$ cat config.mk
export PLATFORM = sky130hd
export DESIGN_NAME = apb_tlm_reader
export DESIGN_NICKNAME = d
export VERILOG_FILES = /design/src/rtl/apb_tlm_reader.sv
export SDC_FILE = /design/constraint.sdc
export NUM_CORES = 1
export LEC_CHECK = 0
export ABC_CLOCK_PERIOD_IN_PS = 2330
export CELL_PAD_IN_SITES_DETAIL_PLACEMENT = 1
export CELL_PAD_IN_SITES_GLOBAL_PLACEMENT = 1
export CORE_UTILIZATION = 33
export CTS_BUF_LIST = sky130_fd_sc_hd__clkbuf_8
export DETAILED_ROUTE_END_ITERATION = 10
export HOLD_SLACK_MARGIN = 0.12
export PLACE_DENSITY = 0.84
export SKIP_CTS_REPAIR_TIMING = 1
export SYNTH_ARGS = -nofsm -noshare
export SYNTH_HDL_FRONTEND = slang
export SYNTH_SLANG_ARGS = --single-unit
$ cat constraint.sdc
create_clock -name PCLK -period 2.33 [get_ports PCLK]
set_input_delay 0.466 -clock PCLK [delete_from_list [all_inputs] [get_ports PCLK]]
set_output_delay 0.466 -clock PCLK [all_outputs]
set_load 0.005 [all_outputs]
$ cat src/rtl/apb_tlm_reader.sv
// rtl/apb_tlm_reader.sv - APB3 slave streaming telemetry RAM words through an auto-incrementing data register
//
// Ports:
//   PCLK        bus clock (only clock)
//   rst_tx      asynchronous active-low reset
//   PSEL/PENABLE/PWRITE/PADDR/PWDATA  APB3 request
//   PREADY/PSLVERR/PRDATA             registered APB3 response
//   RD_TLM      telemetry RAM read data, launched by the rising edge of RCLK_TLM
//   RCLK_TLM    one-cycle RAM read strobe
//   R_ADDR_TLM  RAM read address (current pointer)
//
// Build option: TLM_PREFETCH_EN keeps the word at ptr in a local buffer so DATA
// reads answer with one wait state, refilling the buffer in the background.

module apb_tlm_reader #(
    parameter int          DATA_W     = 8,
    parameter int          ADDR_W     = 5,
    parameter int          START_ADDR = 1,
    parameter int          END_ADDR   = 31,
    parameter logic [15:0] ID_VALUE   = 16'h00AB
) (
    input  logic              PCLK,
    input  logic              rst_tx,
    input  logic              PSEL,
    input  logic              PENABLE,
    input  logic              PWRITE,
    input  logic [7:0]        PADDR,
    input  logic [15:0]       PWDATA,
    input  logic [DATA_W-1:0] RD_TLM,
    output logic              PREADY,
    output logic              PSLVERR,
    output logic [15:0]       PRDATA,
    output logic              RCLK_TLM,
    output logic [ADDR_W-1:0] R_ADDR_TLM
);

    localparam logic [1:0] ST_IDLE  = 2'd0;
    localparam logic [1:0] ST_FETCH = 2'd1;
    localparam logic [1:0] ST_RESP  = 2'd2;

    localparam logic [7:0] A_ID     = 8'h00;
    localparam logic [7:0] A_STATUS = 8'h04;
    localparam logic [7:0] A_CTRL   = 8'h08;
    localparam logic [7:0] A_DATA   = 8'h0C;
    localparam logic [7:0] A_PTR    = 8'h10;

    localparam logic [ADDR_W-1:0] START_A = ADDR_W'(START_ADDR);
    localparam logic [ADDR_W-1:0] END_A   = ADDR_W'(END_ADDR);
    localparam logic [15:0]       END_W   = 16'(END_ADDR);

    logic [1:0]        state;
    logic [ADDR_W-1:0] ptr;
    logic              wrap;
    logic              adv_pend;   // the response in flight is a DATA read

    logic              is_id, is_status, is_ctrl, is_data, is_ptr;
    logic              acc_err, access, hold, go;
    logic              data_rd, ptr_wr, ctrl_wr;
    logic              ptr_load, ptr_adv, wrap_set, wrap_clr;
    logic              busy;
    logic [ADDR_W-1:0] ptr_wdata, remain;
    logic [15:0]       status_word, rd_ext, rdata_mux;

`ifdef TLM_PREFETCH_EN
    logic [DATA_W-1:0] buf_data;
    logic              buf_valid;
    logic              fetch_go;
    logic [15:0]       buf_ext;
`endif

    assign R_ADDR_TLM = ptr;

    always_comb begin
        is_id     = (PADDR == A_ID);
        is_status = (PADDR == A_STATUS);
        is_ctrl   = (PADDR == A_CTRL);
        is_data   = (PADDR == A_DATA);
        is_ptr    = (PADDR == A_PTR);
        acc_err   = PWRITE ? !(is_ctrl | is_ptr)
                           : !(is_id | is_status | is_data | is_ptr);
        access    = PSEL & PENABLE & (state == ST_IDLE);
`ifdef TLM_PREFETCH_EN
        // Stall DATA reads until the buffer is valid, and stall pointer-changing
        // writes while a fetch is in flight so the RAM address stays stable.
        hold = (is_data & !PWRITE & !buf_valid)
             | (RCLK_TLM & PWRITE & (is_ptr | (is_ctrl & PWDATA[0])));
`else
        hold = 1'b0;
`endif
        go       = access & !hold;
        data_rd  = go & is_data & !PWRITE;
        ptr_wr   = go & is_ptr & PWRITE;
        ctrl_wr  = go & is_ctrl & PWRITE;
        ptr_load = ptr_wr | (ctrl_wr & PWDATA[0]);
        wrap_clr = ctrl_wr & PWDATA[1];
        ptr_adv  = (state == ST_RESP) & adv_pend;
        wrap_set = ptr_adv & (ptr == END_A);
        // Clamp against the full write value so out-of-range writes saturate.
        ptr_wdata = (PWDATA > END_W) ? END_A : PWDATA[ADDR_W-1:0];
        remain    = END_A - ptr + ADDR_W'(1);
    end

    always_comb begin
`ifdef TLM_PREFETCH_EN
        busy     = !buf_valid;
        fetch_go = !buf_valid & !RCLK_TLM & !ptr_load & !ptr_adv;
        buf_ext  = '0;
        buf_ext[DATA_W-1:0] = buf_data;
`else
        busy = 1'b0;
`endif
        rd_ext = '0;
        rd_ext[DATA_W-1:0] = RD_TLM;
        status_word = '0;
        status_word[ADDR_W-1:0] = remain;
        status_word[14] = busy;
        status_word[15] = wrap;
        rdata_mux = '0;
        if (!acc_err && !PWRITE) begin
            if (is_id)     rdata_mux = ID_VALUE;
            if (is_status) rdata_mux = status_word;
            if (is_ptr)    rdata_mux[ADDR_W-1:0] = ptr;
`ifdef TLM_PREFETCH_EN
            if (is_data)   rdata_mux = buf_ext;
`endif
        end
    end

    always_ff @(posedge PCLK or negedge rst_tx) begin
        if (!rst_tx) begin
            state    <= ST_IDLE;
            ptr      <= START_A;
            wrap     <= 1'b0;
            adv_pend <= 1'b0;
            PREADY   <= 1'b0;
            PSLVERR  <= 1'b0;
            PRDATA   <= '0;
            RCLK_TLM <= 1'b0;
`ifdef TLM_PREFETCH_EN
            buf_data  <= '0;
            buf_valid <= 1'b0;
`endif
        end else begin
            case (state)
                ST_IDLE: begin
                    if (go) begin
`ifdef TLM_PREFETCH_EN
                        state    <= ST_RESP;
                        PREADY   <= 1'b1;
                        PSLVERR  <= acc_err;
                        PRDATA   <= rdata_mux;
                        adv_pend <= data_rd;
`else
                        if (data_rd) begin
                            state    <= ST_FETCH;
                            RCLK_TLM <= 1'b1;
                            adv_pend <= 1'b1;
                        end else begin
                            state    <= ST_RESP;
                            PREADY   <= 1'b1;
                            PSLVERR  <= acc_err;
                            PRDATA   <= rdata_mux;
                            adv_pend <= 1'b0;
                        end
`endif
                    end
                end
                ST_FETCH: begin
`ifndef TLM_PREFETCH_EN
                    RCLK_TLM <= 1'b0;
`endif
                    PRDATA  <= rd_ext;
                    PSLVERR <= 1'b0;
                    PREADY  <= 1'b1;
                    state   <= ST_RESP;
                end
                ST_RESP: begin
                    PREADY   <= 1'b0;
                    PSLVERR  <= 1'b0;
                    adv_pend <= 1'b0;
                    state    <= ST_IDLE;
                end
                default: state <= ST_IDLE;
            endcase

            if (ptr_load)
                ptr <= ptr_wr ? ptr_wdata : START_A;
            else if (ptr_adv)
                ptr <= (ptr == END_A) ? START_A : ptr + ADDR_W'(1);

            // A wrap in the same cycle as a clear request leaves WRAP set.
            if (wrap_set)
                wrap <= 1'b1;
            else if (wrap_clr)
                wrap <= 1'b0;

`ifdef TLM_PREFETCH_EN
            if (RCLK_TLM) begin
                RCLK_TLM  <= 1'b0;
                buf_data  <= RD_TLM;
                buf_valid <= 1'b1;
            end else if (fetch_go) begin
                RCLK_TLM <= 1'b1;
            end
            if (ptr_load | ptr_adv)
                buf_valid <= 1'b0;
`endif
        end
    end

endmodule

==> results of run 1 <==
worst reg2reg max path, delay by kind of cell (launching register included):
kind                     cells  cell delay (ps)
flip-flops                   1              420
AO/OA/AOI/OAI                2              380
buffers and inverters        1              130
adder cells (fa/ha/maj)      1              300
AND/OR/NAND/NOR              2              690
path summary, 6_finish.rpt:
check                           depth (start not counted)                         to                  from
worst max-delay path                                    6  R_ADDR_TLM[2]$_DFFE_PN0P_  state[1]$_DFFE_PN0P_
worst min-delay path                                    1           wrap$_DFFE_PN0P_      wrap$_DFFE_PN0P_
worst max register to register                          6  R_ADDR_TLM[2]$_DFFE_PN0P_  state[1]$_DFFE_PN0P_
worst min register to register                          1           wrap$_DFFE_PN0P_      wrap$_DFFE_PN0P_
max in group asynchronous                               2  R_ADDR_TLM[0]$_DFFE_PN1P_                rst_tx
min in group asynchronous                               2      PRDATA[2]$_DFFE_PN0P_                rst_tx
report_power, final:
part / internal [mW] / leakage [nW] / switching (mW)
sequential: 0.404 / 0.283 / 0.0403
clock: 0.120 / 0.0255 / 0.129
combinational: 0.246 / 0.650 / 0.224
total: 0.769 / 0.958 / 0.394
final cells by class:
class                   instances  area (sq um)  share of cell area
clock buffers                   3          41.3              0.0185
clock inverters                 1          5.00             0.00225
inverters                      10          37.5              0.0168
multi-input cells             128           947               0.425
flip-flops and latches         21           527               0.236
well taps                      52          65.1              0.0292
repair buffers                 63           606               0.272
through the flow:
| step | cells | instance area [sq um] | hold WS, ps | util | power [mW] |
|---|---|---|---|---|---|
| after global routing | 278 | 2230 | 544 | 0.501 | 1.22 |
| after detailed placement | 274 | 2180 | 481 | 0.491 | 0.913 |
| after floorplan | 171 | 1590 | 170 | - | 0.689 |
| after global placement | 274 | 2180 | 478 | 0.491 | 0.891 |
| after CTS | 278 | 2230 | 501 | 0.501 | 1.17 |
| final | 278 | 2230 | 497 | 0.501 | 1.16 |
layer usage:
metal / share of wire / global-route usage
met1: 0.45 / 0.236
met2: 0.51 / 0.360
met3: 0.037 / 0.0413
met4: 0.0077 / 0.0356
met5: 0 / 0
flip-flops by register name, summed over array words and instances (netlist names):
signal,cells
adv_pend,1
RCLK_TLM,1
PSLVERR,1
state,2
PREADY,1
wrap,1
PRDATA,9
R_ADDR_TLM,5
synth_stat cells (2+ instances only):
cell type	count	share of area
a21oi_1	7	0.022
a2bb2oi_1	2	0.011
a31oi_1	2	0.0080
a32o_1	5	0.032
and3_1	5	0.020
and3b_1	2	0.011
buf_4	8	0.038
clkbuf_1	3	0.0072
dfrtp_1	20	0.32
ha_1	7	0.056
inv_1	10	0.024
mux2_4	5	0.048
nand2_1	11	0.026
nand2b_1	3	0.012
nand3_1	5	0.016
nand4_1	2	0.0080
nor2_1	7	0.017
nor2b_1	5	0.020
nor3_1	6	0.019
nor4_1	3	0.012
o211ai_1	2	0.0096
o21ai_0	3	0.0096
o21ai_1	6	0.019
o21bai_1	2	0.0096
o221ai_1	5	0.028
o31ai_1	2	0.0096
cell usage in the layout, fill, tap and decap left out, drive strengths merged, types with 4 or more instances in the layout:
| cell type | count |
|---|---|
| dfrtp | 20 |
| nand2 | 11 |
| o221ai | 5 |
| a32o | 5 |
| conb | 7 |
| and3 | 5 |
| o21ai | 9 |
| a21oi | 7 |
| nor4 | 4 |
| nor3 | 7 |
| mux2 | 6 |
| inv | 10 |
| nand3 | 5 |
| nor2b | 5 |
| clkdlybuf4s50 | 53 |
| ha | 7 |
| buf | 10 |
| nor2 | 7 |
cells by family (layout without fill, tap and decap cells):
| group | Yosys count | after routing | synth area share |
|---|---|---|---|
| simple gates | 58 | 58 | 0.233 |
| compound gates | 48 | 48 | 0.233 |
| mux | 6 | 6 | 0.0552 |
| flops | 21 | 21 | 0.337 |
| xor+xnor | 1 | 1 | 0.00560 |
| fa+ha+maj | 8 | 8 | 0.0623 |
| other cells | 1 | 7 | 0.00240 |
| buf+inv | 22 | 77 | 0.0727 |
==> out/metrics.yaml, run 1 <==
crit_type: "register to register"
fill_cells: 529
endpoint_kind: "register"
synthFlopType: "dfrtp_1"
ioPinCount: 61
worstPathRequired_ps: 2520
insertion_delay_ps: 270
synthesis.area_sq_um: 1570
critPathTopFamily: "simple AND/OR/NAND/NOR gates"
synth-edff-count: 0
crit_buf_inv: 1
critPathMaxStageDelay_ps: 420
fin_setup_tns_ps: 0
numPortBuffers: 53
die_area_sq_um: 5020
ctsRootBufferMaster: "clkbuf_8"
area_delta_synth_final_pct: 42.4
drv_cap: 0
antenna_cells: 0
synth_cells: 165
fmax_ghz: 0.503
final-hold-violation-count: 0
p_per_area_nw_per_um2: 522
hold_path.class: "register to register"
vias: 1536
wl_per_cell_microns: 17.2
drc_errors: 0
grt_pass1_vias: 1556
yosysUniqueCellTypes: 53
grt_max_degree: 22
clock_sinks: 21
status: "completed"
dp_hpwl_mm: 3.74
coreArea_sq_um: 4440
worstPathMaxFanout: 6
drive_gt1_frac: 0.124
synth.avg_cell_area_sq_um: 9.49
ant_nets: 0
ir_worst_vdd_uv: 290
place_congestion: 0.767
cts_tree: "yes"
htreeDepth: 1
fin_crit_ps: 1990
grt_pass1_wl_mm: 7.71
cp-start-kind: "register"
cts_buffers: 3
antenna_found_initial: 0
setup_viol: 0
path_cells: "inv_1, ha_1, nor4b_4, nand4_1, o21bai_1, a2bb2oi_1"
rsz0062_at_grt: "no"
ff2ff_setup_slack_ps: 340
ys_ff_latch: 21
dr.pass1.iters: 6
drt-vias-per-instance: 5.53
cpMaxStageDelayCell: "dfrtp_1"
yosysSeqAreaShare: 0.337
cts_buffer_depth: 2
drt-total-wl_mm: 4.78
async_reset_ff_frac: 1.00
power.leakage_nw: 0.958
drt_iter0_drc: 97
start_util: 0.352
setup_ws_ps: 344
rows: 24
grt_usage: 0.196
place_ws_ps: 114
clk_pin_slew_ps: 80
fin_crit_sh: 0.853
skew_ps: 8.32
arrival_ps: 2180
yosysWarnings: 0
dieWidth_microns: 70.9
final_max_slew_viol_count: 0
die_y_microns: 70.9
final_nets: 271
overflow: 0
No activity file was read; power rests on OpenSTA's default activity.
==> inputs of run 2 (changes only) <==
--- a/config.mk
+++ b/config.mk
@@ -11,7 +11,6 @@
 export CORE_UTILIZATION = 33
 export CTS_BUF_LIST = sky130_fd_sc_hd__clkbuf_8
 export DETAILED_ROUTE_END_ITERATION = 10
-export HOLD_SLACK_MARGIN = 0.12
 export PLACE_DENSITY = 0.84
 export SKIP_CTS_REPAIR_TIMING = 1
 export SYNTH_ARGS = -nofsm -noshare
==> results of run 2 <==
Same layout as run 1: the final DEF is identical, and so are final timing and power.
